### src/rtl/addsub_cplx_pipe.sv
// Pipelined complex add/subtract on packed {real, imag} signed samples, with saturation, sticky status and valid/ready.
// Build option: define ADDSUB_CPLX_HALVE_EN to halve each result (floor) instead of saturating it.
module addsub_cplx_pipe #(
    parameter int CW     = 24,
    parameter int STAGES = 2,
    parameter int CNT_W  = 16
) (
    input  logic              clock,
    input  logic              reset,
    input  logic              enable,
    input  logic              in_valid,
    output logic              in_ready,
    input  logic [2*CW-1:0]   in1,
    input  logic [2*CW-1:0]   in2,
    input  logic [1:0]        mode,
    output logic [2*CW-1:0]   op,
    output logic [1:0]        op_sat,
    output logic              out_valid,
    input  logic              out_ready,
    output logic              done_flag,
    output logic              ovf_r,
    output logic              ovf_i,
    input  logic              clr_status,
    output logic [CNT_W-1:0]  xfer_count
);

    localparam logic [CW-1:0] MAX_VAL = {1'b0, {(CW-1){1'b1}}};
    localparam logic [CW-1:0] MIN_VAL = {1'b1, {(CW-1){1'b0}}};

    logic               w_advance;
    logic               w_xfer;
    logic               w_re_sub;
    logic               w_im_sub;
    logic signed [CW:0] w_a_r, w_a_i, w_b_r, w_b_i;
    logic signed [CW:0] w_raw_r, w_raw_i;
    logic [CW-1:0]      w_res_r, w_res_i;
    logic               w_sat_r, w_sat_i;

    logic               r_valid [STAGES];
    logic [2*CW-1:0]    r_data  [STAGES];
    logic [1:0]         r_sat   [STAGES];
    logic               r_ovf_r;
    logic               r_ovf_i;
    logic [CNT_W-1:0]   r_xfer_count;

    // A full output that is not being taken stalls every stage at once.
    assign w_advance  = enable && !(out_valid && !out_ready);
    assign w_xfer     = enable && out_valid && out_ready;
    assign in_ready   = w_advance;
    assign done_flag  = w_xfer;
    assign out_valid  = r_valid[STAGES-1];
    assign op         = r_data[STAGES-1];
    assign op_sat     = r_sat[STAGES-1];
    assign ovf_r      = r_ovf_r;
    assign ovf_i      = r_ovf_i;
    assign xfer_count = r_xfer_count;

    assign w_a_r = {in1[2*CW-1], in1[2*CW-1:CW]};
    assign w_a_i = {in1[CW-1],   in1[CW-1:0]};
    assign w_b_r = {in2[2*CW-1], in2[2*CW-1:CW]};
    assign w_b_i = {in2[CW-1],   in2[CW-1:0]};

    // Real part subtracts in modes 01/11, imaginary part in modes 01/10 (conjugate of B).
    assign w_re_sub = mode[0];
    assign w_im_sub = mode[0] ^ mode[1];
    assign w_raw_r  = w_re_sub ? (w_a_r - w_b_r) : (w_a_r + w_b_r);
    assign w_raw_i  = w_im_sub ? (w_a_i - w_b_i) : (w_a_i + w_b_i);

`ifdef ADDSUB_CPLX_HALVE_EN
    logic w_unused_lsb;

    // Floor of a CW+1-bit value divided by two always fits in CW bits, so nothing clamps.
    assign w_res_r      = w_raw_r[CW:1];
    assign w_res_i      = w_raw_i[CW:1];
    assign w_sat_r      = 1'b0;
    assign w_sat_i      = 1'b0;
    assign w_unused_lsb = w_raw_r[0] ^ w_raw_i[0];
`else
    // The CW+1-bit result is out of range exactly when its top two bits disagree.
    assign w_sat_r = w_raw_r[CW] != w_raw_r[CW-1];
    assign w_sat_i = w_raw_i[CW] != w_raw_i[CW-1];
    assign w_res_r = w_sat_r ? (w_raw_r[CW] ? MIN_VAL : MAX_VAL) : w_raw_r[CW-1:0];
    assign w_res_i = w_sat_i ? (w_raw_i[CW] ? MIN_VAL : MAX_VAL) : w_raw_i[CW-1:0];
`endif

    // NOTE: sequential state uses non-blocking assignments so every stage samples its
    // predecessor's pre-edge value, making the shift order-independent.
    always_ff @(posedge clock) begin
        if (reset) begin
            // NOTE: the data stages are reset along with the valid bits because op is a
            // visible output that must read 0 after reset, not just a don't-care payload.
            for (int s = 0; s < STAGES; s++) begin
                r_valid[s] <= 1'b0;
                r_data[s]  <= '0;
                r_sat[s]   <= '0;
            end
        end else if (w_advance) begin
            r_valid[0] <= in_valid;
            r_data[0]  <= {w_res_r, w_res_i};
            r_sat[0]   <= {w_sat_r, w_sat_i};
            for (int s = 1; s < STAGES; s++) begin
                r_valid[s] <= r_valid[s-1];
                r_data[s]  <= r_data[s-1];
                r_sat[s]   <= r_sat[s-1];
            end
        end
    end

    // Sticky flags: a set on the current transfer overrides a simultaneous clear.
    always_ff @(posedge clock) begin
        if (reset) begin
            r_ovf_r      <= 1'b0;
            r_ovf_i      <= 1'b0;
            r_xfer_count <= '0;
        end else if (enable) begin
            r_ovf_r <= (r_ovf_r && !clr_status) || (w_xfer && op_sat[1]);
            r_ovf_i <= (r_ovf_i && !clr_status) || (w_xfer && op_sat[0]);
            if (w_xfer) begin
                r_xfer_count <= r_xfer_count + CNT_W'(1);
            end
        end
    end

endmodule

### config.mk
export PLATFORM = sky130hd
export DESIGN_NAME = addsub_cplx_pipe
export DESIGN_NICKNAME = d
export VERILOG_FILES = /design/src/rtl/addsub_cplx_pipe.sv
export SDC_FILE = /design/constraint.sdc
export NUM_CORES = 1
export LEC_CHECK = 0
export CAP_MARGIN = 20
export CORE_MARGIN = 4
export CORE_UTILIZATION = 31
export DETAILED_ROUTE_END_ITERATION = 6
export SLEW_MARGIN = 20
export SYNTH_ARGS = -nofsm -noshare
export SYNTH_HDL_FRONTEND = slang
export SYNTH_SLANG_ARGS = --single-unit
export TNS_END_PERCENT = 10
### constraint.sdc
create_clock -name clock -period 16.5 [get_ports clock]
set_clock_uncertainty 0.1 [all_clocks]
set_input_delay 3.3 -clock clock [delete_from_list [all_inputs] [get_ports clock]]
set_output_delay 3.3 -clock clock [all_outputs]
set_load 0.02 [all_outputs]
# --- Word level (Yosys, flattened, before mapping) ---
# Memory sizes are Yosys's and may differ from the RTL's.
# Cells that the tools add are included.
word_totals:
  mem_bits_rw: 102
  output_inout_bits: 71
  reg_bits: 18
  word_cells: 51
  in_bits: 104
  memories: 3
mem_list:
  columns: ["name", "depth", "word_bits", "read_ports", "rd_ports_with_merged_regs", "write_ports", "line", "source"]
  rows:
  - ["r_data", 2, 48, 2, 0, 2, "40", "logic [2*CW-1:0] r_data [STAGES];"]
  - ["r_sat", 2, 2, 2, 0, 2, "41", "logic [1:0] r_sat [STAGES];"]
  - ["r_valid", 2, 1, 2, 0, 2, "39", "logic r_valid [STAGES];"]
classes:
  bitwise_logic: 7
  n_mux: 17
  n_eq_ne: 2
  reduce_logical: 14
  addsub: 5
op_table:
  columns: ["op", "n"]
  rows:
  - ["$mux 24", 4]
  - ["$mux 48", 2]
  - ["$add 24x24->25", 2]
  - ["$mux 25", 2]
  - ["$sub 24x24->25", 2]
  - ["$add 16x1->16 const B", 1]
  - ["$logic_and 1x1->1", 8]
  - ["$mux 1", 7]
  - ["$or 1x1->1", 6]
  - ["$mux 2", 2]
  - ["$logic_not 1->1", 3]
  - ["$logic_or 1x1->1", 2]
  - ["$ne 1x1->1", 2]
  - ["$reduce_and 2->1", 1]
  - ["$xor 1x1->1", 1]

# --- Longest topological paths before layout ---
# Gate-level depths: netlist of the first run.
depth:
  ltp_word: 8
  depth_mapped: 20
  depth_no_buf: 17

# --- Worst setup path before layout of the first run ---
# Ideal clock, no wire load.
synth_path:
  path_kind: "input-to-reg"
  from: "in in2[24]"
  to: "mem r_data[0][42] in the netlist's numbering (data pin)"
  arrival_ns: 7.283
  path_slack_ns: 8.952
  cell_stages: 19
  cell_sequence: "inv_1 -> ha_1 -> or4b_1 -> or3_1 -> clkbuf_1 -> nor3_1 -> nor4b_1 -> a21oi_1 -> xnor2_1 -> ha_1 -> clkbuf_1 -> and4_1 -> nand2_1 -> o311ai_0 -> xnor2_1 -> nand3b_4 -> o311ai_4 -> buf_12 -> o31ai_2"
synth_rtl:
  columns: ["element", "line", "source"]
  rows:
  - ["from (decl)", "14", "input logic [2*CW-1:0] in2,"]
  - ["to (decl)", "40", null]

# --- Worst setup path in the final report of the first run ---
layout_path:
  from: "in out_ready"
  to: "out in_ready"
layout_between:
  elab_chain_cells: 4
layout_rtl:
  columns: ["element", "line", "source"]
  rows:
  - ["from (decl)", "19", "input logic out_ready,"]
  - ["$logic_not 1->1", "47", "assign w_advance = enable && !(out_valid && !out_ready);"]
  - ["$logic_and 1x1->1", "47", null]
  - ["$logic_not 1->1", "47", null]
  - ["$logic_and 1x1->1", "47", null]
  - ["to (decl)", "12", "output logic in_ready,"]
# Every way passes these cells.

==> results.sh, run 1 <==
export IMPL_run_status="finished clean"
export IMPL_start_kind="primary input"
export IMPL_fp_dieW_um=176
export IMPL_grt_start_max_net_pins=57
export IMPL_yosys_top_cells_count="sky130_fd_sc_hd__edfxtp_1 (102), sky130_fd_sc_hd__nor2_1 (81), sky130_fd_sc_hd__a21oi_1 (65), sky130_fd_sc_hd__o21ai_0 (61), sky130_fd_sc_hd__xnor2_1 (57)"
export IMPL_power_density_nw_per_um2=99.0
export IMPL_worst_endpoint_arrival_ns=5.08
export IMPL_ys_top_cells_by_area="sky130_fd_sc_hd__edfxtp_1 (35%), sky130_fd_sc_hd__ha_1 (7.3%), sky130_fd_sc_hd__xnor2_1 (5.7%)"
export IMPL_nNetsFinal=1181
export IMPL_numPlacedInstances=1383
export IMPL_crit_buf_inv=3
export IMPL_clock_root_buffer="sky130_fd_sc_hd__clkbuf_16"
export IMPL_worst_pin_slew_ns=0.869
export IMPL_finalMaxSlewViolations=0
export IMPL_fin_crit_sh=0.514
export IMPL_number_of_endpoints_with_negative_hold_slack_in_the_final_report=0
export IMPL_number_of_synthesized_register_bits=120
export IMPL_syn_cell_area_um2=8710
export IMPL_globalRoute_totalOverflow=0
export IMPL_fmax_mhz=118
export IMPL_first_drt_pass_iteration_count=6
export IMPL_synth_cell_types=72
export IMPL_effective_utilization_at_floorplan=0.313
export IMPL_number_of_global_route_vias_before_repair=6557
export IMPL_post_route_min_period_ns=8.48
export IMPL_timing_worst_setup_path_type="primary input to primary output"
export IMPL_number_of_synthesized_flops_with_an_enable_pin=102
export IMPL_top_area_cell_type_share_of_the_netlist_area=0.352
export IMPL_cts_tree="done"
export IMPL_detail_route_iter0_violations=514
export IMPL_clock_tree_buffer_depth=2
export IMPL_critPathMaxStageDelay_ns=0.69
export IMPL_floorplan_die_height_um=176
export IMPL_number_of_buffers_added_on_ports=174
export IMPL_layout_cells_sized_above_1=0.0608
export IMPL_yosys_warning_count=0
export IMPL_finalSetupViolCount=0
export IMPL_detail_route_antenna_nets=0
export IMPL_htreeDepth=4
export IMPL_end_kind="primary output"
export IMPL_route_detailed_drc=0
export IMPL_cell_taking_the_most_area_after_synthesis="sky130_fd_sc_hd__edfxtp_1"
export IMPL_rsz_0062_raised_after_global_routing="false"
export IMPL_syn_inst=906
export IMPL_place_hpwl_mm=16.9
export IMPL_postSynthAreaPerCell_um2=9.61
export IMPL_path_max_fanout=4
export IMPL_syn_to_final_growth_pct=26.8
export IMPL_antenna_found_initial=1
export IMPL_crit_path_cells="clkdlybuf4s50_1 -> o21ai_0 -> inv_1 -> clkdlybuf4s50_1"
export IMPL_worst_path_dominant_cell_family="buffers and inverters"
export IMPL_ys_async_sr_fraction=0
export IMPL_max_slew_margin=0.414
export IMPL_ctsHoldBuffers=0
export IMPL_layout_cells_non_filler=1414
export IMPL_synth_top_flop_cell="sky130_fd_sc_hd__edfxtp_1"
export IMPL_grt_usage=0.135
export IMPL_total_leakage_power_nw=4.25
export IMPL_inserted_clock_buffers=17
export IMPL_synth_sequential_area_ratio=0.393
export IMPL_clk_latency_ns=0.41
export IMPL_place_gp_congestion=0.849
export IMPL_grt_first_pass_wirelength_mm=34.2
export IMPL_vdd_ir_drop_worst_mv=0.0729
export IMPL_drt_wl_total_mm=21.3
export IMPL_insertedDiodeCount=0
export IMPL_critPathRequiredTime_ns=13.10
export IMPL_detail_route_wl_per_cell_um=15.1
export IMPL_avgViaCountPerCell=4.80
export IMPL_final_util=0.398
export IMPL_postSynthNetCount=1063
export IMPL_cts_repair_timing_setup_buffer_count=0
export IMPL_dp_worst_setup_slack_ns=7.75
export IMPL_coreArea_um2=27800
export IMPL_post_cts_resize_count=0
export IMPL_synth_most_common_cell="sky130_fd_sc_hd__edfxtp_1"
export IMPL_vias=6784
export IMPL_pin_count=175
export IMPL_rows=61
export IMPL_postLayoutSetupSlackWorst_ns=8.02
export IMPL_tritoncts_num_sinks=120
export IMPL_cpMostUsedCell="sky130_fd_sc_hd__clkdlybuf4s50_1"
export IMPL_dieArea_um2=30800
export IMPL_timing_setup_tns_ns=0
export IMPL_maxCapViolCount=0
export IMPL_worst_path_max_delay_cell="sky130_fd_sc_hd__o21ai_0"
export IMPL_holdCritPathClass="flip-flop to flip-flop"
export IMPL_clkTransAtPathRegs_ns=0.05
==> power breakdown <==
| part | switching (mW) | internal, mW |
|---|---|---|
| combinational | 0.188 | 0.147 |
| clock | 0.126 | 0.250 |
| sequential | 0.00857 | 0.373 |
==> cells in the final DEF, fill, tap and decap left out, drive strengths merged, types with 3 or more instances in the layout <==
cell           count
a211oi             5
a21o              27
a21oi             65
a31oi              5
and2              56
and3              10
buf                6
bufinv             4
clkbuf            17
clkdlybuf4s50    174
clkinv             6
clkinvlp           3
dfxtp             18
edfxtp           102
ha                51
inv               28
mux2i              4
nand2             40
nand2b            11
nand3             12
nand4             12
nor2              81
nor2b              6
nor3              19
nor4               5
o2111ai            3
o211ai             4
o21a               9
o21ai             78
o21bai             3
o311ai             5
o31a               6
o31ai             14
or3               12
or4                4
xnor2             57
xor2              39
==> routing by layer <==
layer  routed length [um]  track usage  up-vias
li1                     -            -     3479
met1                10600        0.195     3109
met2                 9290        0.207      172
met3                 1070       0.0256       22
met4                  335       0.0370        2
met5                    8            0        -
==> tightest hold or removal path, stage by stage, from the launching register on <==
cell and delay [ns]:
sky130_fd_sc_hd__dfxtp_1 0.32, sky130_fd_sc_hd__o21ai_0 0.07, sky130_fd_sc_hd__a21oi_1 0.06
==> kinds of logic after synthesis <==
logic type      synth area share
buf+inv                   0.0741
simple gates               0.172
fa+ha+maj                 0.0779
compound gates             0.181
flops                      0.393
mux                      0.00460
xor+xnor                  0.0966
==> final cells by class <==
class                      instances  area [um2]
fill                            2773       16700
inverter                          27         101
timing repair buffer             180        1790
sequential                       120        3420
clock buffer                      17         425
tap                              378         473
multi-input combinational        678        4650
clock inverter                    14         181
==> sequential cells by signal, indices dropped and copies added (netlist names) <==
register    cells
r_data         96
xfer_count     16
r_sat           4
r_valid         2
ovf_i           1
ovf_r           1
==> stage by stage <==
stage	hold WS, ns	total power [mW]	cell area (um2)
5_1_grt	0.436	1.16	11000
4_1_cts	0.399	1.10	11000
2_1_floorplan	0.397	0.627	8710
3_3_place_gp	0.382	0.719	10400
6_report	0.392	1.09	11000
3_5_place_dp	0.386	0.722	10400
==> worst paths after layout <==
| path | from | cells after the start | slack (ns) | endpoint |
|---|---|---|---|---|
| worst max-delay path | out_ready | 4 | 8.02 | in_ready |
| worst max register to register | r_valid[0][1] | 4 | 13.85 | r_data[0][82] |
| worst min-delay path | xfer_count[5] | 2 | 0.39 | xfer_count[5] |
| worst min register to register | xfer_count[5] | 2 | 0.39 | xfer_count[5] |
No activity file was read; power rests on OpenSTA's default activity.
==> inputs of run 2 (changes only) <==
==> constraint.sdc (replaced) <==
create_clock -name clock -period 8.2 [get_ports clock]
set_clock_uncertainty 0.1 [all_clocks]
set_input_delay 1.64 -clock clock [delete_from_list [all_inputs] [get_ports clock]]
set_output_delay 1.64 -clock clock [all_outputs]
set_load 0.02 [all_outputs]
==> results.sh, run 2 (synthesized netlist as in run 1, its figures left out) <==
export IMPL_inserted_clock_buffers=17
export IMPL_fin_crit_sh=0.804
export IMPL_rsz_0062_raised_after_global_routing="false"
export IMPL_tritoncts_num_sinks=120
export IMPL_worstSetupStartpoint="mode[1]"
export IMPL_nNetsFinal=1182
export IMPL_vias=6766
export IMPL_fp_dieW_um=176
export IMPL_largest_register_ffs=96
export IMPL_finalMaxSlewViolations=0
export IMPL_vdd_ir_drop_worst_mv=0.140
export IMPL_floorplan_die_height_um=176
export IMPL_detail_route_iter0_violations=497
export IMPL_htreeDepth=4
export IMPL_holdCritPathClass="flip-flop to flip-flop"
export IMPL_clock_root_buffer="sky130_fd_sc_hd__clkbuf_16"
export IMPL_highest_metal_used="met4"
export IMPL_grt_usage=0.133
export IMPL_worst_pin_slew_ns=0.845
export IMPL_number_of_buffers_added_on_ports=174
export IMPL_end_kind="flip-flop"
export IMPL_dieArea_um2=30800
export IMPL_maxCapViolCount=0
export IMPL_run_status="finished clean"
export IMPL_effective_utilization_at_floorplan=0.313
export IMPL_pin_count=175
export IMPL_layout_cells_most_common="sky130_fd_sc_hd__clkdlybuf4s50_1"
export IMPL_post_route_min_period_ns=6.59
export IMPL_ctsHoldBuffers=0
export IMPL_detailroute_wirelength_met2_mm=8.89
export IMPL_globalRoute_totalOverflow=0
export IMPL_detail_route_wirelength_met1_mm=11.0
export IMPL_place_gp_congestion=0.895
export IMPL_detail_route_antenna_nets=0
export IMPL_first_drt_pass_iteration_count=5
export IMPL_detail_route_wl_per_cell_um=15.0
export IMPL_place_hpwl_mm=17.0
export IMPL_clkTransAtPathRegs_ns=0.06
export IMPL_finalSetupViolCount=0
export IMPL_max_slew_margin=0.431
export IMPL_post_cts_resize_count=0
export IMPL_start_kind="primary input"
export IMPL_critPathRequiredTime_ns=8.20
export IMPL_power_density_nw_per_um2=194
export IMPL_power_total_mw=2.13
export IMPL_clock_tree_buffer_depth=2
export IMPL_cts_repair_timing_setup_buffer_count=0
export IMPL_total_leakage_power_nw=4.23
export IMPL_rows=61
export IMPL_worst_endpoint_arrival_ns=6.59
export IMPL_grt_first_pass_wirelength_mm=33.6
export IMPL_syn_to_final_growth_pct=26.4
export IMPL_coreArea_um2=27800
export IMPL_drt_wl_total_mm=21.2
export IMPL_clk_latency_ns=0.40
export IMPL_cts_tree="done"
export IMPL_grt_start_max_net_pins=57
export IMPL_fmax_mhz=152
export IMPL_final_cell_mix="sky130_fd_sc_hd__clkdlybuf4s50_1 (174), sky130_fd_sc_hd__edfxtp_1 (102), sky130_fd_sc_hd__nor2_1 (80), sky130_fd_sc_hd__a21oi_1 (65), sky130_fd_sc_hd__o21ai_0 (61)"
export IMPL_reg2reg_from="r_valid[0][1]"
export IMPL_number_of_global_route_vias_before_repair=6322
export IMPL_route_detailed_drc=0
export IMPL_timing_setup_tns_ns=0
export IMPL_layout_cells_sized_above_1=0.0626
export IMPL_path_max_fanout=15
export IMPL_antenna_found_initial=1
export IMPL_register_containing_the_most_flip_flops_in_the_final_layout="r_data"
export IMPL_avgViaCountPerCell=4.77
export IMPL_timing_worst_setup_path_type="primary input to flip-flop"
export IMPL_routed_wl_met3_um=987
export IMPL_worstHoldStart="r_data[0][17]"
export IMPL_number_of_endpoints_with_negative_hold_slack_in_the_final_report=0
run 2: cell count changes in the layout (fill, tap and decap cells not counted):
cell	previous run	this run
sky130_fd_sc_hd__buf_4	6	7
sky130_fd_sc_hd__bufinv_16	4	1
sky130_fd_sc_hd__clkbuf_1	0	2
sky130_fd_sc_hd__clkinv_1	3	1
sky130_fd_sc_hd__clkinv_2	2	1
sky130_fd_sc_hd__clkinv_4	1	5
sky130_fd_sc_hd__diode_2	0	1
sky130_fd_sc_hd__inv_6	1	2
run 2: power by group:
group / switching, mW / internal, mW
Clock: 0.267 / 0.418
Sequential: 0.0164 / 0.751
Combinational: 0.384 / 0.295
run 2: final timing paths:
path / end / slack [ns] / depth (start not counted)
max reg2reg: r_data[0][76] / 5.56 / 4
max: r_data[0][21] / 1.61 / 18
min: r_data[0][65] / 0.41 / 1
min reg2reg: r_data[0][65] / 0.41 / 1
run 2: final cells by class:
class | instances | area, um2
fillers | 2773 | 16800
multi-input cells | 678 | 4650
flip-flops and latches | 120 | 3420
repair buffers | 181 | 1790
well taps | 378 | 473
clock buffers | 19 | 433
clock inverters | 13 | 123
inverters | 27 | 101
diodes | 1 | 2.50
run 2: stage by stage:
stage,hold slack (ns),cells,setup WS [ns],instance area (um2),utilization
after global routing,0.416,1417,1.16,11000,0.396
after detailed placement,0.399,1384,1.18,10400,0.376
after global placement,0.382,1384,1.26,10400,0.376
after floorplan,0.397,906,2.31,8710,-
after CTS,0.407,1416,1.58,11000,0.396
final,0.406,1417,1.61,11000,0.396
run 2: metal layers:
metal  up-vias  global-route usage
met2       176               0.192
met5         -                   0
met3        21              0.0243
met4         0              0.0377
met1      3067               0.204
li1       3502                   -
run 2: worst max-delay path, stage by stage:
cell and delay (ns):
sky130_fd_sc_hd__clkdlybuf4s50_1 0.45, sky130_fd_sc_hd__xnor2_1 0.68, sky130_fd_sc_hd__o31ai_1 0.25, sky130_fd_sc_hd__o21ai_0 0.23, sky130_fd_sc_hd__nor3b_1 0.09, sky130_fd_sc_hd__nor2_1 0.36, sky130_fd_sc_hd__a21oi_1 0.10, sky130_fd_sc_hd__xor2_1 0.18
sky130_fd_sc_hd__ha_1 0.34, sky130_fd_sc_hd__a21o_1 0.20, sky130_fd_sc_hd__a21o_1 0.17, sky130_fd_sc_hd__a21oi_1 0.19, sky130_fd_sc_hd__or3b_2 0.45, sky130_fd_sc_hd__o21ai_0 0.21, sky130_fd_sc_hd__xnor2_1 0.19, sky130_fd_sc_hd__o21ai_1 0.45
sky130_fd_sc_hd__buf_4 0.29, sky130_fd_sc_hd__o21ai_0 0.13
